**config.mk**
```make
export PLATFORM = sky130hd
export DESIGN_NAME = seg_pattern_decoder_flat
export DESIGN_NICKNAME = d
export VERILOG_FILES = /design/src/rtl/seg_pattern_decoder_pkg.sv /design/src/rtl/seg_pattern_decoder_if.sv /design/src/rtl/seg_pattern_decoder_lut.sv /design/src/rtl/seg_pattern_decoder.sv /design/src/flat_wrapper.sv
export SDC_FILE = /design/constraint.sdc
export NUM_CORES = 1
export LEC_CHECK = 0
export BUFFER_PORTS_ARGS = -buffer_cell sky130_fd_sc_hd__buf_4
export CORE_MARGIN = 10
export CORE_UTILIZATION = 49
export DETAILED_ROUTE_END_ITERATION = 10
export GPL_TIMING_DRIVEN = 0
export MAX_ROUTING_LAYER = met4
export PLACE_DENSITY_LB_ADDON = 0.05
export SLEW_MARGIN = 20
export SYNTH_ARGS = -nofsm -noshare
export SYNTH_HDL_FRONTEND = slang
export SYNTH_SLANG_ARGS = --single-unit
export TNS_END_PERCENT = 10
```
**constraint.sdc**
```tcl
create_clock -name clk -period 1.7 [get_ports clk]
set_input_delay 0.085 -clock clk [delete_from_list [all_inputs] [get_ports clk]]
set_output_delay 0.085 -clock clk [all_outputs]
set_load 0.02 [all_outputs]
```
**src/rtl/seg_pattern_decoder_pkg.sv**
```systemverilog
// Shared types and glyph table for the 7-segment receive decoder.
// Optional blank-glyph acceptance is selected with SEG_BLANK_OK_EN.
package seg_decode_pkg;

  localparam logic [6:0] SEG_BLANK = 7'h7F;

  // Active-low glyphs, indexed by the nibble they encode
  localparam logic [6:0] SEG_GLYPH [16] = '{
    7'h01, 7'h4F, 7'h12, 7'h06,
    7'h4C, 7'h24, 7'h20, 7'h0F,
    7'h00, 7'h04, 7'h08, 7'h60,
    7'h31, 7'h42, 7'h30, 7'h38
  };

  typedef enum logic {
    SEG_SETTLE,
    SEG_LOCKED
  } seg_state_e;

  typedef struct packed {
    logic       hit;
    logic [3:0] nib;
  } seg_lut_t;

endpackage

```
**src/rtl/seg_pattern_decoder_if.sv**
```systemverilog
// Segment bus plus decode results between display path and decoder.
// Built the same way whether or not SEG_BLANK_OK_EN is defined.
interface seg_pattern_decoder_if #(
  parameter int NUM_DIGITS = 4
);
  localparam int SEL_W = $clog2(NUM_DIGITS);

  logic [6:0]              seg_in;
  logic [SEL_W-1:0]        digit_sel;
  logic                    dec_valid;
  logic                    dec_err;
  logic [SEL_W-1:0]        dec_digit;
  logic [3:0]              dec_nibble;
  logic [4*NUM_DIGITS-1:0] digit_val;
  logic [NUM_DIGITS-1:0]   digit_ok;

  modport master (
    output seg_in, digit_sel,
    input  dec_valid, dec_err, dec_digit,
    input  dec_nibble, digit_val, digit_ok
  );

  modport slave (
    input  seg_in, digit_sel,
    output dec_valid, dec_err, dec_digit,
    output dec_nibble, digit_val, digit_ok
  );

endinterface

```
**src/rtl/seg_pattern_decoder_lut.sv**
```systemverilog
// Combinational active-low glyph to hex nibble lookup.
// Unaffected by SEG_BLANK_OK_EN; blank handling lives in the top.
module seg_pattern_lut
  import seg_decode_pkg::*;
(
  input  logic [6:0] seg,
  output seg_lut_t   res
);

  always_comb begin
    res = '0;
    for (int i = 0; i < 16; i++) begin
      if (seg == SEG_GLYPH[i]) begin
        res.hit = 1'b1;
        res.nib = 4'(i);
      end
    end
  end

endmodule

```
**src/rtl/seg_pattern_decoder.sv**
```systemverilog
// Glitch-filtered decoder of the multiplexed 7-segment bus.
// Define SEG_BLANK_OK_EN to accept 7'h7F as a silent blank.
module seg_pattern_decoder
  import seg_decode_pkg::*;
#(
  parameter int NUM_DIGITS    = 4,
  parameter int STABLE_CYCLES = 3
) (
  input logic                  clk,
  input logic                  reset,
  seg_pattern_decoder_if.slave bus
);

  localparam int SEL_W = $clog2(NUM_DIGITS);
  localparam int CNT_W = $clog2(STABLE_CYCLES + 1);
  localparam int SMP_W = SEL_W + 7;
  localparam logic [CNT_W-1:0] CNT_MAX =
    CNT_W'(STABLE_CYCLES);

  seg_state_e              state_q;
  logic [SMP_W-1:0]        smp, smp_q;
  logic [CNT_W-1:0]        cnt_q, cnt_d;
  logic                    restart, accept;
  logic                    in_rng, blank, good, bad;
  seg_lut_t                lut;
  logic                    valid_q, err_q;
  logic [SEL_W-1:0]        digit_q;
  logic [3:0]              nib_q;
  logic [4*NUM_DIGITS-1:0] val_q;
  logic [NUM_DIGITS-1:0]   ok_q;

  seg_pattern_lut u_lut (
    .seg (bus.seg_in),
    .res (lut)
  );

  assign smp     = {bus.digit_sel, bus.seg_in};
  assign restart = (cnt_q == '0) || (smp != smp_q);
  assign cnt_d   = restart          ? CNT_W'(1) :
                   (cnt_q == CNT_MAX) ? CNT_MAX :
                   cnt_q + 1'b1;

  // A fresh run may re-accept at once when only one cycle is needed
  assign accept = (cnt_d == CNT_MAX) &&
                  (state_q == SEG_SETTLE || restart);

  assign in_rng = int'(bus.digit_sel) < NUM_DIGITS;
`ifdef SEG_BLANK_OK_EN
  assign blank = (bus.seg_in == SEG_BLANK);
`else
  assign blank = 1'b0;
`endif
  assign good = in_rng && lut.hit;
  assign bad  = !in_rng || (!lut.hit && !blank);

  always_ff @(posedge clk) begin
    if (reset) begin
      state_q <= SEG_SETTLE;
      smp_q   <= '0;
      cnt_q   <= '0;
      valid_q <= 1'b0;
      err_q   <= 1'b0;
      digit_q <= '0;
      nib_q   <= '0;
      val_q   <= '0;
      ok_q    <= '0;
    end else begin
      smp_q   <= smp;
      cnt_q   <= cnt_d;
      valid_q <= accept && good;
      err_q   <= accept && bad;
      if (accept) begin
        state_q <= SEG_LOCKED;
      end else if (restart) begin
        state_q <= SEG_SETTLE;
      end
      if (accept) begin
        digit_q <= bus.digit_sel;
        if (good) begin
          nib_q <= lut.nib;
        end
        for (int i = 0; i < NUM_DIGITS; i++) begin
          if (in_rng && bus.digit_sel == SEL_W'(i)) begin
            ok_q[i] <= good;
            if (good) begin
              val_q[4*i +: 4] <= lut.nib;
            end
          end
        end
      end
    end
  end

  assign bus.dec_valid  = valid_q;
  assign bus.dec_err    = err_q;
  assign bus.dec_digit  = digit_q;
  assign bus.dec_nibble = nib_q;
  assign bus.digit_val  = val_q;
  assign bus.digit_ok   = ok_q;

endmodule

```
**src/flat_wrapper.sv**
```systemverilog
// flat-port wrapper written by rule: the top's interface ports become plain ports
module seg_pattern_decoder_flat import seg_decode_pkg::*;
#(
  parameter int NUM_DIGITS    = 4,
  parameter int STABLE_CYCLES = 3
)
  (clk, reset, bus_seg_in, bus_digit_sel, bus_dec_valid, bus_dec_err, bus_dec_digit, bus_dec_nibble, bus_digit_val, bus_digit_ok);
  seg_pattern_decoder_if #(.NUM_DIGITS(NUM_DIGITS)) bus_i ();
  input logic clk;
  input logic reset;
  input wire logic [$bits(bus_i.seg_in)-1:0] bus_seg_in;
  input wire logic [$bits(bus_i.digit_sel)-1:0] bus_digit_sel;
  output wire logic [$bits(bus_i.dec_valid)-1:0] bus_dec_valid;
  output wire logic [$bits(bus_i.dec_err)-1:0] bus_dec_err;
  output wire logic [$bits(bus_i.dec_digit)-1:0] bus_dec_digit;
  output wire logic [$bits(bus_i.dec_nibble)-1:0] bus_dec_nibble;
  output wire logic [$bits(bus_i.digit_val)-1:0] bus_digit_val;
  output wire logic [$bits(bus_i.digit_ok)-1:0] bus_digit_ok;
  assign bus_i.seg_in = bus_seg_in;
  assign bus_i.digit_sel = bus_digit_sel;
  assign bus_dec_valid = bus_i.dec_valid;
  assign bus_dec_err = bus_i.dec_err;
  assign bus_dec_digit = bus_i.dec_digit;
  assign bus_dec_nibble = bus_i.dec_nibble;
  assign bus_digit_val = bus_i.digit_val;
  assign bus_digit_ok = bus_i.digit_ok;
  seg_pattern_decoder #(.NUM_DIGITS(NUM_DIGITS), .STABLE_CYCLES(STABLE_CYCLES)) u_core (.clk(clk), .reset(reset), .bus(bus_i));
endmodule
```
Yosys cells after proc, flatten, opt, wreduce, memory -nomap -nowiden --
Cells that the tools add are included.
Word-level totals: output and inout bits 28, logic and storage cells 77, input bits 11, flip-flop bits (word level) 40
Cells by class: add/sub/neg operators 1, equality and inequality tests 21, mux-type cells 20, reduce and logical (&&, ||, !) cells 19, bitwise gates (word level) 1
Operators with widths (number):
- $mux 5 | 16
- $eq 7x6->1 const B | 5
- $eq 7x7->1 const B | 4
- $eq 7x3->1 const B | 2
- $eq 7x4->1 const B | 2
- $reduce_and 3->1 | 4
- $reduce_and 2->1 | 5
- $ne 9x9->1 | 1
- $eq 2x2->1 const B | 4
- $eq 7x1->1 const B | 1
- $eq 7x5->1 const B | 1
- $logic_not 7->1 | 1
- $logic_not 2->1 | 2
- $mux 2 | 2
- $logic_and 1x1->1 | 3
- $add 2x1->2 const B | 1
- $eq 2x1->1 const B | 1
- $logic_or 1x1->1 | 2
- $mux 1 | 2
- $reduce_bool 2->1 | 1
- $logic_not 1->1 | 1
- $not 1->1 | 1

Logic depth before layout (Yosys ltp) --
depth in word-level cells 19, mapped depth 9, mapped depth without buffers 6

Cells and area by module --
From an unflattened synthesis, not the netlist that was laid out.
Second synthesis, totals: cell total of the unflattened synthesis 210, area total of the unflattened synthesis 1918.1 µm²
By module, submodules not included:
- seg_pattern_decoder | seq. area each 800.8 µm², times used 1, area an instance 1566.5 µm², cells an instance 159
- seg_pattern_lut | seq. area each 0.0 µm², times used 1, area an instance 351.6 µm², cells an instance 51

Worst setup path after synthesis --
OpenSTA, ideal clock, no wires.
path kind input-to-reg, start in bus_seg_in[3], end reg u_core.val_q[13] (netlist: u_core.bus.digit_val[13]), required time 1.579 ns, setup slack -0.143 ns, library setup time 0.121 ns, path buffers 2, stages 8, data arrival time 1.722 ns, cells stage by stage buf_6 -> and4b_1 -> o31ai_1 -> a21oi_1 -> or3_1 -> buf_2 -> nand4_2 -> mux2_2
Between the ends: word-level cells in the longest chain between the ends 18, elaborated cells on any way between the ends 39, classes of those cells eq/ne (17); mux (17); reduce/logical (5)
RTL lines:
- start, declared | RTL line flat_wrapper.sv:11 | input wire logic [$bits(bus_i.seg_in)-1:0] bus_seg_in;
- $eq 7x1->1 | RTL line seg_pattern_decoder_lut.sv:13 | if (seg == SEG_GLYPH[i]) begin
- $mux 5 (16 in series) | RTL line seg_pattern_decoder_lut.sv:13
- $reduce_and 3->1 (no source line)
- end signal, assigned by index | RTL line seg_pattern_decoder.sv:86 | val_q[4*i +: 4] <= lut.nib;
- end, declared | RTL line seg_pattern_decoder.sv:29 | logic [4*NUM_DIGITS-1:0] val_q;
Several ways; a longest one is shown, not always the timed one. A chain may end at the register's enable or synchronous reset.

Final worst setup path --
start reg u_core.smp_q[4], end reg u_core.val_q[15] (netlist: u_core.bus.digit_val[15])
Between the ends: word-level cells in the longest chain between the ends 6, elaborated cells on any way between the ends 7, classes of those cells eq/ne (2); mux (1); reduce/logical (4)
RTL lines:
- start, declared | RTL line seg_pattern_decoder.sv:21 | logic [SMP_W-1:0] smp, smp_q;
- start signal, assigned | RTL line seg_pattern_decoder.sv:68 | smp_q <= smp;
- $ne 9x9->1 * | RTL line seg_pattern_decoder.sv:38 | assign restart = (cnt_q == '0) || (smp != smp_q);
- $logic_or 1x1->1 * | RTL line seg_pattern_decoder.sv:38
- $mux 2 | RTL line seg_pattern_decoder.sv:39 | assign cnt_d = restart ? CNT_W'(1) :
- $eq 2x2->1 | RTL line seg_pattern_decoder.sv:44 | assign accept = (cnt_d == CNT_MAX) &&
- $logic_and 1x1->1 * | RTL line seg_pattern_decoder.sv:44
- $reduce_and 3->1 (no source line) *
Every way passes the cells marked *; elsewhere a longest branch is shown, timed or not.

==> flow_metrics.tcl <==
set metrics [dict create \
    drc 0 \
    internal_power_uw 1460 \
    yosys_warnings 0 \
    placementRows 22 \
    synthXorXnorAreaFrac_pct 4.13 \
    wirelength_um 4440 \
    ys_types 46 \
    clock_path_buffers 2 \
    die_h_um 82.4 \
    syn_area_per_cell_sq_um 9.17 \
    p_switching_uw 435 \
    place_ws_ns -0.383 \
    cap_violations 0 \
    pin_count 39 \
    yosys.area_share.simple_pct 26.6 \
    endpoint "u_core.bus.digit_val[15]$_SDFFE_PP0P_" \
    syn_to_final_growth_pct 31.5 \
    core_sq_um 3720 \
    cts_tree "done" \
    clkLatencyLatePin_ns 0.29 \
    ys_async_sr_fraction_pct 0 \
    fillers 317 \
    netlist_instances 208 \
    viasPerCell 5.21 \
    hold_violations 0 \
    pwr-share-seq_pct 50.4 \
    synth-compound-area-share_pct 9.32 \
    holdWs_ns 0.135 \
    period_needed_ns 1.83 \
    synth_adder_area_share_pct 0 \
    slew_violations 0 \
    tightestPinTransition_ns 0.572 \
    synth_most_common_cell "dfxtp_1" \
    h-tree-depth 2 \
    fin_nets 272 \
    ir_drop_uv 476 \
    grt.total_usage_pct 14.0 \
    crit_fanout 8 \
    power_leakage_uw 0.00109 \
    initial_core_util_pct 51.3 \
    ant_nets 0 \
    arrival_ns 2.02 \
    gr-total-overflow 0 \
    finalSetupTns_ns -1.45 \
    synth_top_area_share_pct 42.0 \
    clock-sinks 40 \
    hp-class "in -> reg" \
    synth-edff-count 0 \
    slew_headroom_pct 61.5 \
    antenna_found_initial 0 \
    die_area_sq_um 6790 \
    setup_viol_count_final 20 \
    cp-startpoint "u_core.smp_q[4]$_SDFF_PP0_" \
    synth.ff_latch_count 40 \
    num_vias 1615 \
    r2r-end "u_core.bus.digit_val[15]$_SDFFE_PP0P_" \
    rsz0062_at_grt "yes" \
    grt_pass1_wl_um 7250 \
    netlist_top_cells_count "dfxtp_1, nand2_1, nor2b_1, mux2i_1, nor2_1" \
    p_sw_share_pct 23.0 \
    synth.cell_area_sq_um 1910 \
    cts.clk_slew.worst_paths_ns 0.08 \
    fin_worst_skew_ns 0.00697 \
    total_power_uw 1890 \
    drt-initial-drc-count 63 \
    synth_top_area_cell "dfxtp_1" \
    ff_latch_area_sq_um 801 \
    diodes 0 \
    layout_setup_ws_ns -0.132 \
    dp.cells 290 \
    synthTopCellsByArea "dfxtp_1, mux2i_1, nor2b_1, nand2_1, xor2_1" \
    rr_startpoint "u_core.smp_q[4]$_SDFF_PP0_" \
    synth.area.mux_share_pct 11.5 \
    worst_setup_path_end_kind "register" \
    wl_per_cell_um 14.3 \
    hold_buffers 0 \
    syn_nets 219 \
    p_comb_share_pct 9.6 \
    power_frac_clock_pct 40.1 \
    min-delay-start "bus_seg_in[1]" \
    final_cell_count_no_fill 310 \
    status "complete, but fails checks" \
    drive_above_1_share_pct 31.3 \
    cts-root-buf "clkbuf_8" \
    failed_checks "setup timing" \
    grt_pass1_vias 1546 \
    grt_max_degree 13 \
    multi_input_area_sq_um 1050 \
    synth_ff_type "dfxtp_1" \
    firstDrtPassIters 4 \
    gp_congestion 0.883 \
    portBuffers 34 \
    fin_crit_sh_pct 108 \
    cts_made_buffers 5 \
    dpl.hpwl_um 3210 \
    ff2ff_path_depth 7 \
    seq_area_frac_synth_pct 42.0 \
    max_freq_mhz 546 \
    path_class "reg -> reg" \
    start_kind "register" \
    crit_required_ns 1.89 \
    die_w_um 82.4 \
    p_per_area_nw_per_um2 756 \
    regToRegSetupSlack_ns -0.13 \
    synth_top_family_by_area "simple AND/OR/NAND/NOR gates" \
]
power by group through the flow:
stage               Combinational [uW]  Sequential, uW  Clock [uW]
finish                             181             954         760
global route                       201             955         815
CTS                                178             954         766
detailed placement                 165             976           0
global placement                   164             976           0
floorplan                          120             975           0
metal layers:
metal,GRT usage [%],vias up,share of wire (%)
met5,-,-,0
met4,4.08,0,1.2
met3,4.32,7,5.6
met2,21.5,31,44
li1,-,830,-
met1,17.3,747,49
final cells by class:
| cell class | count | share of cell area, % |
|---|---|---|
| well taps | 48 | 2.40 |
| clock buffers | 6 | 2.89 |
| repair buffers | 46 | 14.2 |
| clock inverters | 2 | 1.40 |
| flip-flops and latches | 40 | 31.9 |
| plain buffers | 17 | 4.64 |
| multi-input cells | 146 | 41.8 |
| inverters | 5 | 0.749 |
cells in the final DEF (no fill, tap or decap), drive strengths merged, types with 6 or more instances in the layout:
master	count
buf	57
dfxtp	40
nand2	23
nor2b	19
mux2i	16
nor2	15
clkbuf	12
o21ai	8
xor2	7
nor3	6
worst max-delay path, stage by stage (launching register included):
cell and delay [ns]:
dfxtp_1 0.31, xor2_1 0.14, nor4_2 0.32, and4bb_2 0.34, buf_8 0.17, nand3_4 0.09, nand2b_4 0.17, a31o_1 0.20
worst min-delay path by stage:
| stage | depth (start not counted) | end |
|---|---|---|
| floorplan | 3 | u_core.bus.digit_val[10]$_SDFFE_PP0P_ |
| global placement | 2 | u_core.smp_q[1]$_SDFF_PP0_ |
| CTS | 2 | u_core.smp_q[1]$_SDFF_PP0_ |
| global route | 2 | u_core.smp_q[1]$_SDFF_PP0_ |
| detailed placement | 2 | u_core.smp_q[1]$_SDFF_PP0_ |
| finish | 2 | u_core.smp_q[1]$_SDFF_PP0_ |
state kept, by name (all words and copies together), names as in the netlist:
signal and cells:
u_core.bus.dec_digit 2, u_core.bus.dec_err 1, u_core.bus.dec_nibble 4, u_core.bus.dec_valid 1, u_core.bus.digit_ok 4, u_core.bus.digit_val 16
u_core.cnt_q 2, u_core.smp_q 9, u_core.state_q 1
through the flow:
stage                     utilization (%)  cell area, sq um
after global placement               60.1              2230
after floorplan                         -              1920
after detailed placement             60.1              2230
after global routing                 67.5              2510
after CTS                            66.8              2480
final                                67.5              2510
what timing repair did:
action / in CTS / in global routing
endpoints found under the hold margin: 0 / 0
endpoints found under the setup margin: 25 / 29
buffers inserted: 11 / 1
pin swaps: 5 / 3
resized for setup: 14 / 3
cell families (layout without fill, tap and decap cells):
kind of cell,after synthesis,in the layout
and+or+nand+nor,89,89
DFF,40,40
AOI/OAI and AO/OA,27,27
buffers and inverters,22,76
muxes,21,21
xor gates and xnor gates,9,9
Note: power is estimated with default switching activity, not from simulation.
